**src/rtl/instruction_sequencer.sv**
```systemverilog
// instruction_sequencer: four-step instruction sequencer that owns the program
// counter and the single memory port. Between instructions it can hand the
// port to one external requester for a bounded burst, and it can park the
// core in a halted state where the requester may use the port freely.

module instruction_sequencer #(
    parameter logic [15:0] RESET_PC       = 16'h0000,
    parameter int unsigned MAX_EXT_CYCLES = 4
) (
    input  logic        clock,
    input  logic        reset_n,
    input  logic        mem_ready,
    input  logic        pc_load,
    input  logic [15:0] pc_load_value,
    input  logic        halt_request,
    input  logic        resume,
    input  logic        ext_req,
    output logic [1:0]  step,
    output logic [15:0] pc,
    output logic        commit,
    output logic        ext_grant,
    output logic        halted
);

    typedef enum logic [2:0] {
        ST_S0     = 3'd0,
        ST_S1     = 3'd1,
        ST_S2     = 3'd2,
        ST_S3     = 3'd3,
        ST_EXT    = 3'd4,
        ST_HALTED = 3'd5
    } state_t;

    // Burst length limit, narrowed once to the counter width (legal range 1-15).
    localparam logic [3:0] EXT_LIMIT = 4'(MAX_EXT_CYCLES);

    state_t      state;
    state_t      state_next;
    logic [3:0]  ext_count;
    logic        halt_grant;

    // State register; reset aborts any instruction or burst immediately.
    always_ff @(posedge clock or negedge reset_n) begin
        if (!reset_n) begin
            state <= ST_S0;
        end else begin
            state <= state_next;
        end
    end

    // Next-state selection: wait states in S0/S2, commit decisions in S3,
    // bounded external bursts, and resume out of HALTED.
    always_comb begin
        state_next = state;
        unique case (state)
            ST_S0: begin
                if (mem_ready) state_next = ST_S1;
            end
            ST_S1: begin
                state_next = ST_S2;
            end
            ST_S2: begin
                if (mem_ready) state_next = ST_S3;
            end
            ST_S3: begin
                if (halt_request)  state_next = ST_HALTED;
                else if (ext_req)  state_next = ST_EXT;
                else               state_next = ST_S0;
            end
            ST_EXT: begin
                if (!ext_req || (ext_count >= EXT_LIMIT)) state_next = ST_S0;
            end
            ST_HALTED: begin
                if (resume) state_next = ST_S0;
            end
            default: begin
                state_next = ST_S0;
            end
        endcase
    end

    // Output decode from registered state only, so no input reaches an output
    // combinationally; EXT and HALTED both present step 3 without a commit.
    always_comb begin
        step      = 2'd3;
        commit    = 1'b0;
        ext_grant = 1'b0;
        halted    = 1'b0;
        unique case (state)
            ST_S0:     step = 2'd0;
            ST_S1:     step = 2'd1;
            ST_S2:     step = 2'd2;
            ST_S3:     commit = 1'b1;
            ST_EXT:    ext_grant = 1'b1;
            ST_HALTED: begin
                halted    = 1'b1;
                ext_grant = halt_grant;
            end
            default:   step = 2'd3;
        endcase
    end

    // Program counter advances (or jumps) only on the commit edge, including
    // when the instruction halts.
    always_ff @(posedge clock or negedge reset_n) begin
        if (!reset_n) begin
            pc <= RESET_PC;
        end else if (state == ST_S3) begin
            pc <= pc_load ? pc_load_value : pc + 16'd1;
        end
    end

    // Burst counter: 1 on the first EXT cycle, counting up while the burst
    // continues, and cleared whenever the core owns the port.
    always_ff @(posedge clock or negedge reset_n) begin
        if (!reset_n) begin
            ext_count <= 4'd0;
        end else if (state_next == ST_EXT) begin
            ext_count <= (state == ST_EXT) ? ext_count + 4'd1 : 4'd1;
        end else begin
            ext_count <= 4'd0;
        end
    end

    // While halted the grant simply tracks the request one cycle late; resume
    // drops it on the same edge that leaves HALTED.
    always_ff @(posedge clock or negedge reset_n) begin
        if (!reset_n) begin
            halt_grant <= 1'b0;
        end else if ((state == ST_HALTED) && !resume) begin
            halt_grant <= ext_req;
        end else begin
            halt_grant <= 1'b0;
        end
    end

endmodule

```
**config.mk**
```make
export PLATFORM = sky130hd
export DESIGN_NAME = instruction_sequencer
export DESIGN_NICKNAME = d
export VERILOG_FILES = /design/src/rtl/instruction_sequencer.sv
export SDC_FILE = /design/constraint.sdc
export NUM_CORES = 1
export LEC_CHECK = 0
export ABC_AREA = 1
export CORE_ASPECT_RATIO = 1.5
export CORE_MARGIN = 4
export CORE_UTILIZATION = 30
export DETAILED_ROUTE_END_ITERATION = 6
export GPL_ROUTABILITY_DRIVEN = 0
export PLACE_DENSITY = 0.52
export SYNTH_ARGS = -nofsm -noshare
export SYNTH_HDL_FRONTEND = slang
export SYNTH_SLANG_ARGS = --single-unit
```
**constraint.sdc**
```tcl
create_clock -name clock -period 2 [get_ports clock]
set_clock_uncertainty 0.15 [all_clocks]
set_input_delay 0.6 -clock clock [delete_from_list [all_inputs] [get_ports clock]]
set_output_delay 0.6 -clock clock [all_outputs]
set_load 0.02 [all_outputs]
```
==> results of run 1 <==
-- cells in the mapped netlist, types with 2 or more instances --
library cell  count
o22ai_1           2
clkbuf_1          3
buf_4             2
a21oi_1           6
or2_2             3
dfrtp_1          24
nor3_1            6
nand4_1           3
nand2_1          66
nand3_1          14
nor2_1           41
ha_1              2
inv_2             4
o21ai_0          19
inv_1            30
-- cells by family after synthesis --
| family | Yosys count |
|---|---|
| fa+ha+maj | 2 |
| compound gates | 29 |
| buf+inv | 41 |
| flops | 24 |
| other cells | 1 |
| xor+xnor | 1 |
| simple gates | 137 |
-- area by class of cell --
class	instances	area (µm²)	area share, %
Multi-Input combinational cell	170	795	35.9
Tap cell	66	82.6	3.73
Timing Repair Buffer	62	559	25.3
Clock buffer	3	41.3	1.87
Sequential cell	24	601	27.1
Inverter	35	134	6.05
-- repair_timing --
item	in CTS	in global routing
pin swaps	0	2
gates resized for setup	36	12
setup endpoints to repair	20	7
buffers inserted	1	0
-- power breakdown --
group,switching (µW),internal (µW),leakage [µW]
Combinational,1030,700,0.000828
Sequential,212,677,0.000288
Clock,155,135,0.0000216
-- path summary, 6_finish.rpt --
path | to | slack [ns] | cells after the start
setup / recovery | step[1] | -0.01 | 4
hold / removal | pc[15] | 0.39 | 2
setup reg to reg | pc[10] | 0.24 | 8
hold reg to reg | pc[15] | 0.39 | 2
max in group asynchronous | pc[15] | 0.91 | 2
min in group asynchronous | pc[1] | 0.55 | 2
-- state kept, by name (all words and copies together), names as in the netlist --
register / count
halt_grant: 1
ext_count: 4
pc: 16
state: 3
-- routing by layer --
| layer | share of wire [%] | global-route usage [%] | vias up |
|---|---|---|---|
| li1 | - | - | 853 |
| met1 | 40 | 16.4 | 713 |
| met2 | 53 | 28.3 | 47 |
| met3 | 5.2 | 2.24 | 8 |
| met4 | 1.8 | 4.92 | 0 |
| met5 | 0 | 0 | - |
-- stage by stage --
step,worst slack (ns),setup TNS [ns],power [µW]
after floorplan,0.243,0,1880
after global placement,-0.172,-0.831,2690
after detailed placement,-0.181,-0.826,2710
after CTS,0.00128,0,2880
after global routing,-0.0689,-0.136,3190
final,-0.0104,-0.0104,2910
-- worst reg2reg max path: stages, from the launching register on --
cell and delay, ns:
dfrtp_1 0.42, buf_4 0.15, nor3_4 0.19, buf_4 0.25
inv_2 0.16, a21oi_1 0.15, nand2_1 0.06, o21ai_0 0.07
inv_1 0.06
==> run metrics, run 1 <==
EDFF count, synth 0; IO Pins 44; cell row count 31; GRT Util Overall 14.9%; Worst Slack Setup Final -0.0104 ns; post-synth top area cell dfrtp_1; Slowest cell on crit path dfrtp_1; distinct cell type count after synthesis 25; Synth area leaders dfrtp_1 39%, nand2_1 16%, nor2_1 10%, inv_1 7.3%, o21ai_0 6.2%; initial antenna violation count 0; vias per cell 4.50; CTS max path bufs 2; Max-Cap Viols 0; worst path cell trace buf_4 > nor3_4 > nor2_2 > buf_4; Max Slew Vio Count 0; H-tree depth 1; initial core utilization 31.5%; die height 95.7 µm; number of global-route vias before repair 1646; CTS Root Cell clkbuf_8; area share of the largest cell type after synthesis 39.1%; pin count of the biggest net entering global routing 25; Sink Count 24; # fillers 555; critical-path maximum fanout 3; Reg clk slew, reported paths 0.08 ns; Post-Synth Simple-Gate Area 37.7%; placed cell count 356; Initial DRC Count 51; CP startpoint state[1]; Static Leakage 0.00114 µW; CTS tree built; Avg Synthesized Cell Area 6.54 µm²; FMAX 497 MHz; clk_lat worst skew 0.26 ns; CTS buffer count 3; die width 66.5 µm; mapped cell area 1540 µm²; most frequent CP cell buf_4; failing checks setup timing; RSZ-0062 raised after global routing true; area of the core 4890 µm²; Setup violations, final 1; drt pass-1 iters 4; share of cells above drive strength 1 14.3%; proportion of synthesized area in mux cells 0%; post-synthesis adder-cell area fraction 1.63%; slowest stage delay, CP 0.42 ns; Ys Warns 0; ys async rst share 100%; # port buffers 43; Power per Cell Area 1310 nW/µm²; commonest non-fill, non-tap cells in the layout 66 x nand2_1, 39 x nor2_1, 30 x inv_1, 24 x dfrtp_1, 22 x clkdlybuf4s50_1; class of the worst hold path reg2reg; post-layout util 45.3%; Crit path max-delay family flip-flops; WL/cell 12.2 µm; Final Net Count 321; Post-CTS Hold Buffers 0; Main synth FF type dfrtp_1; first-pass GRT wire length 7330 µm; # diodes 0; fin crit period 2.01 ns; Worst Setup Start Kind register; cell count after synthesis 235; largest family of logic cells by synthesized area simple AND/OR/NAND/NOR gates; FF+latch count, synth 24; via count 1621; Max VDD drop 0.000514 V; total die area 6360 µm²; Placed Area 2160 µm²; DP Wirelength 3490 µm; Post-Syn Nets 260; Crit path arrival time 1.26 ns; post-synthesis compound-gate area fraction 9.85%; CP Buf/Inv Count 2; status finished with violations; crit share post-route 101%; Worst Path Class, Setup reg2out; Synth Area in XOR/XNOR 0.570%; post-route ant nets 0; hold_sp pc[15]; worst hold slack 0.385 ns; Area growth syn-to-layout 43.9%; final instance count without filler cells 360; GR Overflow Total 0; WL final 4400 µm; DRC violations left 0; register area share after synthesis 39.1%; cell area after layout 2210 µm²; Final Hold Vio Count 0; most common cell after layout, fill and taps aside nand2_1; CP endpoint kind output port; R2R Path Start state[2]; Critical Path RT 1.25 ns
(Power assumes the default switching activity.)
==> inputs of run 2 (changes only) <==
- CAP_MARGIN: unset -> 20
==> results of run 2 <==
No change in the layout: final DEF, timing and power equal those of run 1.
==> edit 1: new RTL, config.mk and constraints of run 2 <==
Make the reset (`reset_n`) synchronous in 4 clocked blocks.
--- a/src/rtl/instruction_sequencer.sv
+++ b/src/rtl/instruction_sequencer.sv
@@ -40,7 +40,7 @@
     logic        halt_grant;
 
     // State register; reset aborts any instruction or burst immediately.
-    always_ff @(posedge clock or negedge reset_n) begin
+    always_ff @(posedge clock) begin
         if (!reset_n) begin
             state <= ST_S0;
         end else begin
@@ -102,7 +102,7 @@
 
     // Program counter advances (or jumps) only on the commit edge, including
     // when the instruction halts.
-    always_ff @(posedge clock or negedge reset_n) begin
+    always_ff @(posedge clock) begin
         if (!reset_n) begin
             pc <= RESET_PC;
         end else if (state == ST_S3) begin
@@ -112,7 +112,7 @@
 
     // Burst counter: 1 on the first EXT cycle, counting up while the burst
     // continues, and cleared whenever the core owns the port.
-    always_ff @(posedge clock or negedge reset_n) begin
+    always_ff @(posedge clock) begin
         if (!reset_n) begin
             ext_count <= 4'd0;
         end else if (state_next == ST_EXT) begin
@@ -124,7 +124,7 @@
 
     // While halted the grant simply tracks the request one cycle late; resume
     // drops it on the same edge that leaves HALTED.
-    always_ff @(posedge clock or negedge reset_n) begin
+    always_ff @(posedge clock) begin
         if (!reset_n) begin
             halt_grant <= 1'b0;
         end else if ((state == ST_HALTED) && !resume) begin
Function: differs if reset_n is asserted again (counterexample within 4 cycles, from zero or initial values and one cycle with reset_n low); with reset_n held inactive, the same outputs for 10 cycles.
==> edit 1 against run 2 <==
- cell area decreased by 2.3%
- utilization decreased by 0.34 points
- area after synthesis decreased by 3.7%
- routed wire length decreased by 0.91%
- setup slack improved by 39 ps
- sequential cell count unchanged
- global-route usage increased by 0.12 points
Power is not compared: it rests on default switching activity, and its combinational part moved more than twofold at a synthesized area within 25%.
==> edit 1: results (changes against run 2) <==
- The average wire length per cell after detail routing is 12.0 um (-2.0%).
- In the synthesized netlist, the cells that appear most often are 64 x nand2_1, 36 x nor2_1, 27 x inv_1.
- The largest individual stage delay along the critical path comes from the cell clkdlybuf4s50_1.
- The total number of vias is 1666 (+2.8%).
- Among all flip-flop cells after synthesis, the most frequent one is dfxtp_1.
- The number of post-CTS setup repair buffers is 0 (-1).
- The critical path starts at pc[2].
- The flow ran to the end, and the final reports show no timing, DRC or antenna violations.
- The share of layout cells above drive strength 1 is 15.4% (+1.2 points).
- The source of the worst register-to-register timing path is state[0].
- The count of cells along the worst register-to-register path is 10 (+2).
- The via count of the first global-routing pass is 1628 (-1.1%).
- The number of gates resized after CTS is 26 (-28%).
- In this run the worst setup path terminates at pc[2].
- The global-route wire length before repair is 7290 um (-0.46%).
- The HPWL reported at the end of detailed placement is 3410 um (-2.4%).
- The post-synthesis async set-or-reset flop share was 0% (-100 points).
- The sequential share of the synthesized area came to 32.4% (-6.6 points).
- The instance area after placement is 2100 um^2 (-2.7%).
- The instance count of the mapped netlist is 237 (+0.85%).
- The via density per instance is 4.58 (+1.6%).
- Of the total power, registers draw 45.0%.
- The largest stage delay on the critical path is 600 ps (+180 ps).
- The largest fanout on the critical path is 2 (-1).
- The number of design-rule violations left by the first detailed-router iteration is 46 (-9.8%).
- The critical hold path startpoint is pc[15].
- The maximum number of pins on one net before global-route repair is 22 (-12%).
- The total track usage came to 15.0% (+0.12 points).
- The final layout net count is 324 (+0.93%).
- The number of unique standard cell types used by synthesis is 30 (+20%).
- The pre-CTS setup slack is -78.4 ps (+103 ps).
- The kind of cell adding the most delay to the critical path is buffers and inverters.
- The post-synth net total came to 262 (+0.77%).
## edit 1: cell types whose count changed after synthesis, sizes merged, moves of 2 or more
cell	delta
dfrtp	-24
dfxtp	+24
a21oi	+11
nor3	-6
inv	-5
nor2	-4
buf	+3
o21ai	-3
clkbuf	-2
nand2	+2
o22ai	-2
o31ai	+2
## edit 1: routing by layer
layer | GRT usage (%) | share of wire (%) | vias up
met4 | 6.40 | 2.9 | 0
met5 | 0 | 0 | -
met2 | 27.0 | 51 | 37
met1 | 17.4 | 42 | 749
met3 | 1.80 | 3.4 | 10
li1 | - | - | 870
## edit 1: how the worst min path moves through the flow
| stage | slack (ps) | cells past startpoint | to |
|---|---|---|---|
| floorplan | 340 | 2 | ext_count[2] |
| global placement | 340 | 2 | pc[15] |
| detailed placement | 340 | 2 | pc[15] |
| CTS | 350 | 2 | pc[15] |
| global route | 400 | 2 | pc[15] |
| finish | 350 | 2 | pc[15] |
## edit 1: cell type report
type | instances | area [um^2]
fillers | 559 | 2650
multi-input cells | 176 | 840
repair buffers | 64 | 571
flip-flops and latches | 24 | 484
inverters | 30 | 113
well taps | 66 | 82.6
clock buffers | 3 | 41.3
clock inverters | 1 | 30.0
## edit 1: cell families after synthesis
kind of cell / Yosys count / share of synthesized area (%)
buffers and inverters: 37 / 10.9
AO/OA/AOI/OAI: 39 / 14.4
XOR/XNOR: 3 / 1.77
other: 1 / 0.253
adder cells (fa/ha/maj): 2 / 1.69
AND/OR/NAND/NOR: 131 / 38.5
flip-flops: 24 / 32.4
## edit 1: worst reg2reg max path, delay by kind of cell, from the launching register on
kind / cells / cell delay, ps
buf+inv: 3 / 540
simple gates: 6 / 540
flops: 1 / 350
compound gates: 1 / 90
==> edit 2: new RTL, settings of run 2 <==
Made on the original files. Re-encode `state_t` (6 states) as one-hot, 6 bits wide.
--- a/src/rtl/instruction_sequencer.sv
+++ b/src/rtl/instruction_sequencer.sv
@@ -22,13 +22,13 @@
     output logic        halted
 );
 
-    typedef enum logic [2:0] {
-        ST_S0     = 3'd0,
-        ST_S1     = 3'd1,
-        ST_S2     = 3'd2,
-        ST_S3     = 3'd3,
-        ST_EXT    = 3'd4,
-        ST_HALTED = 3'd5
+    typedef enum logic [5:0] {
+        ST_S0     = 6'b000001,
+        ST_S1     = 6'b000010,
+        ST_S2     = 6'b000100,
+        ST_S3     = 6'b001000,
+        ST_EXT    = 6'b010000,
+        ST_HALTED = 6'b100000
     } state_t;
 
     // Burst length limit, narrowed once to the counter width (legal range 1-15).
Function: no difference found for any inputs over 10 cycles, from zero or initial values and one cycle with reset_n low; not proved beyond that.
==> edit 2 against run 2 <==
- the flow still finishes with violations (setup timing)
- hold slack worse by 51 ps
- routed wire length up 6.2%
- area after synthesis up 13%
- clock power up 12%
- sequential share of layout area down 0.49 points
- sequential cell count up 3
- cell area up 15%
- power down 13%
- setup slack worse by 120 ps
- critical path type unchanged
- critical endpoint is now ext_grant
- largest power group unchanged
==> edit 2: results (changes against run 2) <==
- The final layout net count was 347 (+8.1%).
- The number of unique standard cell types used by synthesis was 33 (+32%).
- The startpoint of the most critical setup path is state[0].
- The setup slack of the critical path after layout was -134 ps (-123 ps).
- The average wire length per cell after detail routing is 12.0 um (-2.2%).
- The met1 track utilization from global routing is 16.1% (-0.23 points).
- The largest fanout on the critical path is 4 (+1).
- The checks that failed: setup timing.
- The sequential share of the synthesized area is 39.0% (-0.051 points).
- The min-delay analysis places its worst path in the category reg -> reg.
- The latest clock arrival within the worst-skew pair is 280 ps (+20 ps).
- The clock edge transition at the registers on the reported setup and hold paths came to 100 ps (+20 ps).
- The endpoint of the most critical register-to-register path is pc[10].
- The worst vdd rail ir drop is 0.577 mV (+12%).
- The number of diodes added for antenna fixing is 0 (unchanged).
- The initial antenna violation count is 0 (unchanged).
- The count of warnings emitted by yosys came to 0 (unchanged).
- The instance area after placement was 2460 um^2 (+14%).
- The number of design-rule violations left by the first detailed-router iteration came to 41 (-20%).
- The global-route wire length before repair is 8180 um (+12%).
- The depth of the CTS H-tree was 1 (unchanged).
- The fraction of met3 tracks used by global routing was 2.98% (+0.74 points).
- The most used flip-flop cell after synthesis is dfrtp_1.
- The count of cells along the worst register-to-register path is 10 (+2).
- After synthesis, the cell types taking the most area are dfrtp_1 37%, nand2_1 14%, nor2_1 8.2%.
- The reg-to-reg setup timing slack is 180 ps (-60 ps).
- The largest stage delay on the critical path is 590 ps (+170 ps).
- The count of endpoints failing setup in the final report is 5 (+4).
- The TritonCTS buffer count is 3 (unchanged).
- The most critical setup path has its endpoint at ext_grant.
- The via count of the first global-routing pass is 1856 (+13%).
- The largest registers in the layout are pc (16), state (6), ext_count (4).
- The source of the worst register-to-register timing path is state[2].
- For this design, the slowest cell found on the critical path is dfstp_2.
- The HPWL reported at the end of detailed placement was 3690 um (+5.5%).
- The share of layout cells above drive strength 1 is 23.7% (+9.4 points).
- The post-synth net total is 271 (+4.2%).
- The total track usage is 14.0% (-0.81 points).
- The total negative setup slack was -322 ps (-311 ps).
- The leakage power is 1.29 nW (+13%).
- The post-synthesis async set-or-reset flop share is 100% (unchanged).
- The met2 track demand over resource in global routing was 26.0% (-2.3 points).
- The run finished, with violations left.
- The total number of vias is 1828 (+13%).
- The pre-CTS setup slack is -307 ps (-126 ps).
- The endpoint arrival time on the critical path is 1380 ps (+120 ps).
- The first-pass iteration count of the detailed router is 4 (unchanged).
- The buffer depth of the longest clock path is 2 (unchanged).
- The maximum number of pins on one net before global-route repair was 23 (-8.0%).
- The CTS root buffer is clkbuf_8.
- The total DRC errors in the routed layout is 0 (unchanged).
- The commonest cells after synthesis are 63 x nand2_1, 38 x nor2_1, 32 x inv_1.
- The number of buffers inserted by port buffering is 43 (unchanged).
==> edit 2: worst min path at each step <==
stage               slack, ps         start  cells after the start           end
finish                    330  ext_count[0]                      1  ext_count[0]
global route              370  ext_count[0]                      1  ext_count[0]
CTS                       340  ext_count[0]                      1  ext_count[0]
detailed placement        330  ext_count[0]                      1  ext_count[0]
global placement          330  ext_count[0]                      1  ext_count[0]
floorplan                 150       reset_n                      0  ext_count[0]
==> edit 2: per-stage QoR <==
stage	utilization [%]	hold WS [ps]	std cells	total power, mW
2_1_floorplan	-	154	246	1.56
4_1_cts	45.3	341	391	2.52
6_report	45.9	334	391	2.52
3_3_place_gp	44.5	326	385	2.23
5_1_grt	45.9	375	391	2.73
3_5_place_dp	44.5	327	385	2.23
==> edit 2: kinds of logic (layout without fill, tap and decap cells) <==
logic type,count (synthesis),after routing,synth area share (%)
other cells,1,1,0.216
buf+inv,40,115,9.95
simple gates,145,145,38.6
compound gates,30,30,10.2
xor+xnor,1,1,0.505
fa+ha+maj,2,2,1.44
flops,27,27,39.0
==> edit 2: where the power goes <==
group / switching (mW) / total [mW] / internal (mW)
Sequential: 0.138 / 0.824 / 0.686
Combinational: 0.772 / 1.37 / 0.599
Clock: 0.181 / 0.324 / 0.143
Total: 1.09 / 2.52 / 1.43
==> edit 2: worst register-to-register path: stages, from the launching register on <==
cell	delay, ps
dfrtp_1	410
buf_6	130
nor2_4	130
nand2_4	60
nor2_4	120
buf_6	230
inv_2	170
a21oi_2	160
nand3_1	80
nand2_1	70
inv_1	30
==> edit 2: what timing repair did <==
| action | in CTS | in global routing |
|---|---|---|
| buffers inserted | 2 | 1 |
| endpoints found under the setup margin | 20 | 7 |
| resized for setup | 47 | 14 |
| hold buffers | 0 | 0 |
| pin swaps | 3 | 4 |
==> edit 2: layer usage <==
layer / routed length (um) / part of all wire (%) / vias up
li1: - / - / 930
met1: 1950 / 42 / 849
met2: 2400 / 51 / 43
met3: 257 / 5.5 / 6
met4: 65 / 1.4 / 0
met5: 0 / 0 / -
==> edit 2: final cells by class <==
type	instances	area, um^2
fill	634	2990
sequential	27	677
multi-input combinational	179	916
inverter	34	128
clock buffer	4	45.0
tap	70	87.6
timing repair buffer	77	686
